$ cat config.mk
export PLATFORM = sky130hd
export DESIGN_NAME = serial_compare_ctrl_flat
export DESIGN_NICKNAME = d
export VERILOG_FILES = /design/src/rtl/serial_compare_ctrl_if.sv /design/src/rtl/serial_compare_ctrl.sv /design/src/flat_wrapper.sv
export SDC_FILE = /design/constraint.sdc
export NUM_CORES = 1
export LEC_CHECK = 0
export BUFFER_PORTS_ARGS = -buffer_cell sky130_fd_sc_hd__buf_2
export CORE_ASPECT_RATIO = 0.9
export CORE_UTILIZATION = 53
export CTS_CLUSTER_DIAMETER = 80
export DETAILED_ROUTE_END_ITERATION = 12
export GPL_ROUTABILITY_DRIVEN = 1
export PLACE_DENSITY_LB_ADDON = 0.12
export SLEW_MARGIN = 20
export SYNTH_ARGS = -nofsm -noshare
export SYNTH_HDL_FRONTEND = slang
export SYNTH_SLANG_ARGS = --single-unit
export TNS_END_PERCENT = 100
$ cat constraint.sdc
create_clock -name clk -period 2.18 [get_ports clk]
set_input_delay 0.654 -clock clk [delete_from_list [all_inputs] [get_ports clk]]
set_output_delay 0.654 -clock clk [all_outputs]
set_load 0.01 [all_outputs]
$ cat src/rtl/serial_compare_ctrl_if.sv
// Request/result bundle between a requesting datapath (master) and the
// serial comparator sequencer (slave).
interface serial_compare_ctrl_if #(
  parameter int WIDTH = 8
);
  logic             start;
  logic [WIDTH-1:0] a_in;
  logic [WIDTH-1:0] b_in;
  logic             busy;
  logic             done;
  logic             greater;
  logic             less;
  logic             equal;

  modport master (
    output start, a_in, b_in,
    input  busy, done, greater, less, equal
  );

  modport slave (
    input  start, a_in, b_in,
    output busy, done, greater, less, equal
  );
endinterface

$ cat src/rtl/serial_compare_ctrl.sv
// Serial MSB-first unsigned comparator built from one shared one_bit_full_comparator slice.
// Optional macro SERIAL_CMP_EARLY_EXIT_EN finishes at the first differing bit.
module one_bit_full_comparator (
  input  logic a,
  input  logic b,
  input  logic prev_greater,
  input  logic prev_less,
  input  logic prev_equal,
  output logic greater,
  output logic less,
  output logic equal
);
  // A decision made at a more significant bit is sticky.
  assign greater = prev_greater | (prev_equal & a & ~b);
  assign less    = prev_less    | (prev_equal & ~a & b);
  assign equal   = prev_equal   & ~(a ^ b);
endmodule

module serial_compare_ctrl #(
  parameter  int WIDTH = 8,
  localparam int IDXW  = (WIDTH > 1) ? $clog2(WIDTH) : 1
) (
  input  logic                   clk,
  input  logic                   rst_n,
  serial_compare_ctrl_if.slave   bus
);
  typedef enum logic [1:0] {
    S_IDLE,
    S_RUN,
    S_DONE
  } state_t;

  state_t            r_state;
  logic [WIDTH-1:0]  r_a;
  logic [WIDTH-1:0]  r_b;
  logic [IDXW-1:0]   r_idx;
  logic              r_g;
  logic              r_l;
  logic              r_e;
  logic              r_busy;
  logic              r_done;
  logic              r_greater;
  logic              r_less;
  logic              r_equal;

  logic              w_g;
  logic              w_l;
  logic              w_e;
  logic              w_last;

  one_bit_full_comparator u_slice (
    .a            (r_a[r_idx]),
    .b            (r_b[r_idx]),
    .prev_greater (r_g),
    .prev_less    (r_l),
    .prev_equal   (r_e),
    .greater      (w_g),
    .less         (w_l),
    .equal        (w_e)
  );

`ifdef SERIAL_CMP_EARLY_EXIT_EN
  assign w_last = (r_idx == '0) || !w_e;
`else
  assign w_last = (r_idx == '0);
`endif

  always_ff @(posedge clk) begin
    if (!rst_n) begin
      r_state   <= S_IDLE;
      r_a       <= '0;
      r_b       <= '0;
      r_idx     <= '0;
      r_g       <= 1'b0;
      r_l       <= 1'b0;
      r_e       <= 1'b1;
      r_busy    <= 1'b0;
      r_done    <= 1'b0;
      r_greater <= 1'b0;
      r_less    <= 1'b0;
      r_equal   <= 1'b0;
    end else begin
      r_done <= 1'b0;
      case (r_state)
        S_IDLE: begin
          if (bus.start) begin
            r_a     <= bus.a_in;
            r_b     <= bus.b_in;
            r_idx   <= IDXW'(WIDTH - 1);
            r_g     <= 1'b0;
            r_l     <= 1'b0;
            r_e     <= 1'b1;
            r_busy  <= 1'b1;
            r_state <= S_RUN;
          end
        end
        S_RUN: begin
          r_g <= w_g;
          r_l <= w_l;
          r_e <= w_e;
          if (w_last) begin
            r_greater <= w_g;
            r_less    <= w_l;
            r_equal   <= w_e;
            r_done    <= 1'b1;
            r_state   <= S_DONE;
          end else begin
            r_idx <= r_idx - IDXW'(1);
          end
        end
        S_DONE: begin
          r_busy  <= 1'b0;
          r_state <= S_IDLE;
        end
        default: begin
          r_busy  <= 1'b0;
          r_state <= S_IDLE;
        end
      endcase
    end
  end

  assign bus.busy    = r_busy;
  assign bus.done    = r_done;
  assign bus.greater = r_greater;
  assign bus.less    = r_less;
  assign bus.equal   = r_equal;
endmodule

$ cat src/flat_wrapper.sv
// flat-port wrapper written by rule: the top's interface ports become plain ports
module serial_compare_ctrl_flat 
#(
  parameter  int WIDTH = 8,
  localparam int IDXW  = (WIDTH > 1) ? $clog2(WIDTH) : 1
)
  (clk, rst_n, bus_start, bus_a_in, bus_b_in, bus_busy, bus_done, bus_greater, bus_less, bus_equal);
  serial_compare_ctrl_if #(.WIDTH(WIDTH)) bus_i ();
  input  logic clk;
  input  logic rst_n;
  input wire logic [$bits(bus_i.start)-1:0] bus_start;
  input wire logic [$bits(bus_i.a_in)-1:0] bus_a_in;
  input wire logic [$bits(bus_i.b_in)-1:0] bus_b_in;
  output wire logic [$bits(bus_i.busy)-1:0] bus_busy;
  output wire logic [$bits(bus_i.done)-1:0] bus_done;
  output wire logic [$bits(bus_i.greater)-1:0] bus_greater;
  output wire logic [$bits(bus_i.less)-1:0] bus_less;
  output wire logic [$bits(bus_i.equal)-1:0] bus_equal;
  assign bus_i.start = bus_start;
  assign bus_i.a_in = bus_a_in;
  assign bus_i.b_in = bus_b_in;
  assign bus_busy = bus_i.busy;
  assign bus_done = bus_i.done;
  assign bus_greater = bus_i.greater;
  assign bus_less = bus_i.less;
  assign bus_equal = bus_i.equal;
  serial_compare_ctrl #(.WIDTH(WIDTH)) u_core (.clk(clk), .rst_n(rst_n), .bus(bus_i));
endmodule
## Word-level counts from Yosys, hierarchy flattened

Cells that the tools add are included.

- Output and inout port bits: 5
- Register bits after elaboration: 29

- Order comparisons: 1
- Add/subtract/negate cells: 1
- Equality and inequality tests: 4
- Reduce and logical (&&, ||, !) cells: 10
- Bitwise logic cells: 12
- Muxes and demuxes: 17

Operators by type and width:

| operator | number |
|---|---|
| $reduce_and A2 Y1 | 6 |
| $pmux W1 S2 | 4 |
| $bmux W1 S3 | 2 |
| $mux W3 | 2 |
| $pmux W3 S2 | 1 |
| $and A1 B1 Y1 | 5 |
| $mux W1 | 5 |
| $lt A3 B4 Y1 const B | 1 |
| $mux W2 | 2 |
| $ne A2 B2 Y1 const B | 2 |
| $not A1 Y1 | 4 |
| $pmux W2 S2 | 1 |
| $logic_not A3 Y1 | 1 |
| $reduce_and A3 Y1 | 1 |
| $sub A3 B1 Y3 const B | 1 |
| $eq A2 B1 Y1 const B | 1 |
| $logic_not A2 Y1 | 1 |
| $ne A2 B1 Y1 const B | 1 |
| $or A1 B1 Y1 | 2 |
| $reduce_bool A2 Y1 | 1 |
| $xor A1 B1 Y1 | 1 |

## Depth between registers and ports, before layout

- Depth in word-level cells: 7
- Mapped depth: 7

## Cells and area by module

From an unflattened synthesis, not the netlist that was laid out.

- Cell total of the unflattened synthesis: 142
- Area total of the unflattened synthesis: 1,260.0 µm²

Modules (own cells, without submodules):

| module | area each (µm²) | times used | cells each |
|---|---|---|---|
| serial_compare_ctrl | 1,221.2 | 1 | 136 |
| one_bit_full_comparator | 38.8 | 1 | 6 |

## Least setup slack after synthesis

Ideal clock, no wire load.

- Path type: reg2reg
- Start point: register u_core.r_idx[0]
- End point: register u_core.r_less, in the netlist u_core.bus.less
- Library setup time: 0.074 ns
- Stages on the path, launching flop included: 6
- Required time: 2.106 ns
- Slack: 0.386 ns
- Arrival: 1.719 ns
- Period minus slack after synthesis: 1.794 ns
- Cell sequence: dfxtp_1 > buf_6 > mux4_2 > mux2_4 > or3b_1 > a31oi_1

- Longest elaborated chain between the ends: 6
- Elaborated cells on any way between the ends: 10
- Those cells by class: 4 x mux; 4 x bitwise; 2 x reduce/logical

RTL lines:

| item | RTL line | source |
|---|---|---|
| start: declaration | serial_compare_ctrl.sv:36 | `logic [IDXW-1:0] r_idx;` |
| start signal: assignment | serial_compare_ctrl.sv:89 | `r_idx <= IDXW'(WIDTH - 1);` |
| start signal: assignment | serial_compare_ctrl.sv:108 | `r_idx <= r_idx - IDXW'(1);` |
| $bmux W1 S3 | serial_compare_ctrl.sv:52 | `.a (r_a[r_idx]),` |
| $mux W1 (not written as such) | serial_compare_ctrl.sv:52 |  |
| $not A1 Y1 | serial_compare_ctrl.sv:15 | `assign less = prev_less \| (prev_equal & ~a & b);` |
| $and A1 B1 Y1 (2 in a row) | serial_compare_ctrl.sv:15 |  |
| $or A1 B1 Y1 | serial_compare_ctrl.sv:15 |  |
| end signal: assignment | serial_compare_ctrl.sv:103 | `r_less <= w_l;` |
| end: declaration | serial_compare_ctrl.sv:43 | `logic r_less;` |

Parallel ways exist; a longest one is shown, timed or not. The select of a mux whose other input is x is not followed.
A chain may end at the register's enable or synchronous reset.

## Worst setup path in the final report

Same ends and word-level chain as after synthesis.

==> impl_metrics.py <==
metrics = {
    "clock_network": {
        "clk_latency_ns": 0.32,
        "clockBufferDepth": 2,
        "holdBufCountCts": 0,
        "cts_made_buffers": 5,
        "path_clk_slew_ns": 0.08,
        "cts.sink_count": 29,
        "htree_levels": 2,
        "cts_root_buffer": "clkbuf_4",
        "post_cts_resized": 0,
        "postCtsSetupBuffers": 0,
        "cts_tree": "done",
    },
    "logic_synthesis": {
        "netlist_instances": 137,
        "seq_area_frac_synth_pct": 45.3,
        "synthDistinctLibCells": 31,
        "yosysWarnings": 0,
        "syn_area_per_cell_um2": 9.36,
        "synth_seq_cells": 29,
        "syn_area_mm2": 0.00128,
        "syn_nets": 158,
    },
    "floorplanning": {
        "die_height_um": 48.7,
        "rows": 16,
        "pin_count": 24,
        "initial_core_util_pct": 57.7,
        "die_w_um": 53.9,
        "die-area_mm2": 0.00262,
        "coreArea_mm2": 0.00222,
    },
    "global_routing": {
        "antenna_found_initial": 0,
        "grt_start_max_net_pins": 32,
        "grt_pass1_wl_um": 3980,
        "grt_pass1_vias": 925,
        "grt_util_all_layers_pct": 21.5,
        "grt_overflow": 0,
    },
    "placement": {
        "io_buffers": 23,
        "post-dp-hpwl_um": 1660,
        "gp_congestion": 0.783,
        "post_dp_cell_area_mm2": 0.00141,
    },
    "pwr": {
        "peakVddDrop_mv": 0.446,
        "swShare_pct": 26.5,
        "p_int_mw": 0.831,
        "pwr-share-comb_pct": 18.6,
        "p_leak_nw": 0.620,
        "p_sw_mw": 0.300,
        "clkPwrFrac_pct": 28.0,
        "powerDensity_mw_per_mm2": 775,
        "seq_power_share_pct": 53.4,
    },
    "critical_path": {
        "crit_chain": "mux4_2 > mux2_4 > or3b_1 > a31oi_1",
        "critPathSlowestCell": "mux4_2",
        "arrival_ns": 2.21,
        "required_ns": 2.43,
        "cp_max_fo": 7,
        "path_class": "flip-flop to flip-flop",
        "cp-end-kind": "flip-flop",
        "slowest_delay_ns": 0.55,
        "startpoint_type": "flip-flop",
    },
    "final_layout": {
        "multi_input_area_um2": 636,
        "num_antenna_cells": 0,
        "stdcell_area_mm2": 0.00146,
        "final_nets": 181,
        "area_growth_pct": 13.9,
        "fill_cells": 182,
        "regArea_um2": 581,
        "final_layout_size_suffix_gt1_share_pct": 23.1,
        "final_util_pct": 65.7,
    },
    "sta": {
        "setup-violations-final": 0,
        "max_freq_mhz": 511,
        "slew_violations": 0,
        "finalSetupTns_ns": 0,
        "worst_pin_slew_ns": 0.594,
        "maxSlewHeadroom_pct": 60.2,
        "finalHoldViolCount": 0,
        "fin_crit_sh_pct": 89.7,
        "skew_ns": 0.00666,
        "period_needed_ns": 1.96,
        "rsz0062_at_grt": "no",
    },
    "routing": {
        "drtAntennaViolNets": 0,
        "wl_um": 2280,
        "via_per_inst": 5.30,
        "dr.pass1.iters": 4,
        "drt_iter0_drc": 7,
        "post_drt_wl_per_cell_um": 12.2,
        "post-route-drc-count": 0,
        "vias": 991,
    },
    "run_status": {
        "status": "finished, final reports clean",
    },
    "job": {
        "cap_violations": 0,
    },
    "min_path": {
        "hold_path.class": "flip-flop to flip-flop",
    },
}
[synth_stat cells (all sizes together)]
| cell | n | area (um^2) |
|---|---|---|
| a21boi | 17 | 128 |
| a21oi | 3 | 15.0 |
| a31oi | 3 | 18.8 |
| and2 | 2 | 12.5 |
| and3 | 2 | 12.5 |
| buf | 2 | 16.3 |
| bufinv | 1 | 17.5 |
| clkbuf | 6 | 22.5 |
| dfxtp | 29 | 581 |
| ha | 2 | 25.0 |
| inv | 4 | 15.0 |
| mux2 | 1 | 15.0 |
| mux2i | 2 | 32.5 |
| mux4 | 4 | 97.6 |
| nand2 | 39 | 146 |
| nand2b | 1 | 6.26 |
| nand3 | 2 | 10.0 |
| nor2 | 2 | 7.51 |
| nor2b | 2 | 12.5 |
| nor3b | 2 | 15.0 |
| o21a | 2 | 15.0 |
| o21ai | 4 | 20.0 |
| o22ai | 1 | 6.26 |
| o311a | 1 | 10.0 |
| or3 | 1 | 7.51 |
| or3b | 1 | 8.76 |
| xnor2 | 1 | 8.76 |
[final timing paths]
kind / start / endpoint / slack [ns] / depth (start not counted)
worst min register to register: u_core.r_b[0] / u_core.r_b[0] / 0.45 / 2
worst max-delay path: u_core.r_idx[0] / u_core.bus.less / 0.22 / 4
worst max register to register: u_core.r_idx[0] / u_core.bus.less / 0.22 / 4
worst min-delay path: u_core.r_b[0] / u_core.r_b[0] / 0.45 / 2
[layout by cell type, fill, tap and decap left out, types with 2 or more instances in the layout]
cell type / Yosys / routed
mux4_2: 2 / 2
clkbuf_4: 0 / 5
a21oi_1: 3 / 3
a31oi_1: 3 / 3
nand2_1: 39 / 39
a21boi_1: 5 / 5
and2_1: 2 / 2
and3_1: 2 / 2
nor2b_1: 2 / 2
inv_1: 4 / 4
mux4_1: 2 / 2
ha_1: 2 / 2
nand3_1: 2 / 2
dfxtp_1: 29 / 29
nor2_1: 2 / 2
a21boi_0: 12 / 12
o21ai_0: 4 / 4
buf_2: 1 / 23
o21a_1: 2 / 2
[stage by stage]
stage	std cells	hold WS (ns)	worst slack (ns)	power [mW]
CTS	187	0.454	0.195	1.15
detailed placement	180	0.443	0.210	0.829
finish	187	0.454	0.225	1.13
global placement	180	0.444	0.273	0.821
global route	187	0.491	0.104	1.21
floorplan	137	0.430	0.386	0.776
[flip-flops by register name (all words and copies together), names as in the netlist, 2 cells and up]
register,flops
u_core.r_a,8
u_core.r_b,8
u_core.r_idx,3
u_core.r_state,2
[power groups by stage]
| stage | sequential [mW] | clock (mW) | combinational, mW |
|---|---|---|---|
| 2_1_floorplan | 0.607 | 0 | 0.168 |
| 3_3_place_gp | 0.615 | 0 | 0.206 |
| 3_5_place_dp | 0.617 | 0 | 0.212 |
| 4_1_cts | 0.605 | 0.330 | 0.213 |
| 5_1_grt | 0.612 | 0.361 | 0.239 |
| 6_report | 0.604 | 0.317 | 0.210 |
[routing by layer]
layer | GRT usage, % | share of wire (%) | wire length [um]
met2 | 32.5 | 49 | 1120
met5 | 0 | 0 | 0
met4 | 11.8 | 2.0 | 46
met3 | 6.60 | 4.1 | 93
met1 | 26.6 | 45 | 1020
[critical path: cells and delay by family (launching register included)]
family,cells,cell delay [ns]
flops,1,0.49
compound gates,1,0.16
simple gates,1,0.40
mux,2,0.85
[area by class of cell]
type / instances / area share (%)
Clock buffer: 7 / 3.77
Inverter: 5 / 2.23
Multi-Input combinational cell: 95 / 43.5
Sequential cell: 29 / 39.8
Tap cell: 27 / 2.31
Timing Repair Buffer: 24 / 8.40
[cells by family (layout without fill, tap and decap cells)]
kind of cell | Yosys count | in the layout | share of synthesized area, %
flip-flops | 29 | 29 | 45.3
AO/OA/AOI/OAI | 31 | 31 | 16.6
buffers and inverters | 13 | 36 | 5.56
XOR/XNOR | 1 | 1 | 0.683
multiplexers | 7 | 7 | 11.3
AND/OR/NAND/NOR | 54 | 54 | 18.6
adder cells (fa/ha/maj) | 2 | 2 | 1.95
(Power assumes the default switching activity.)
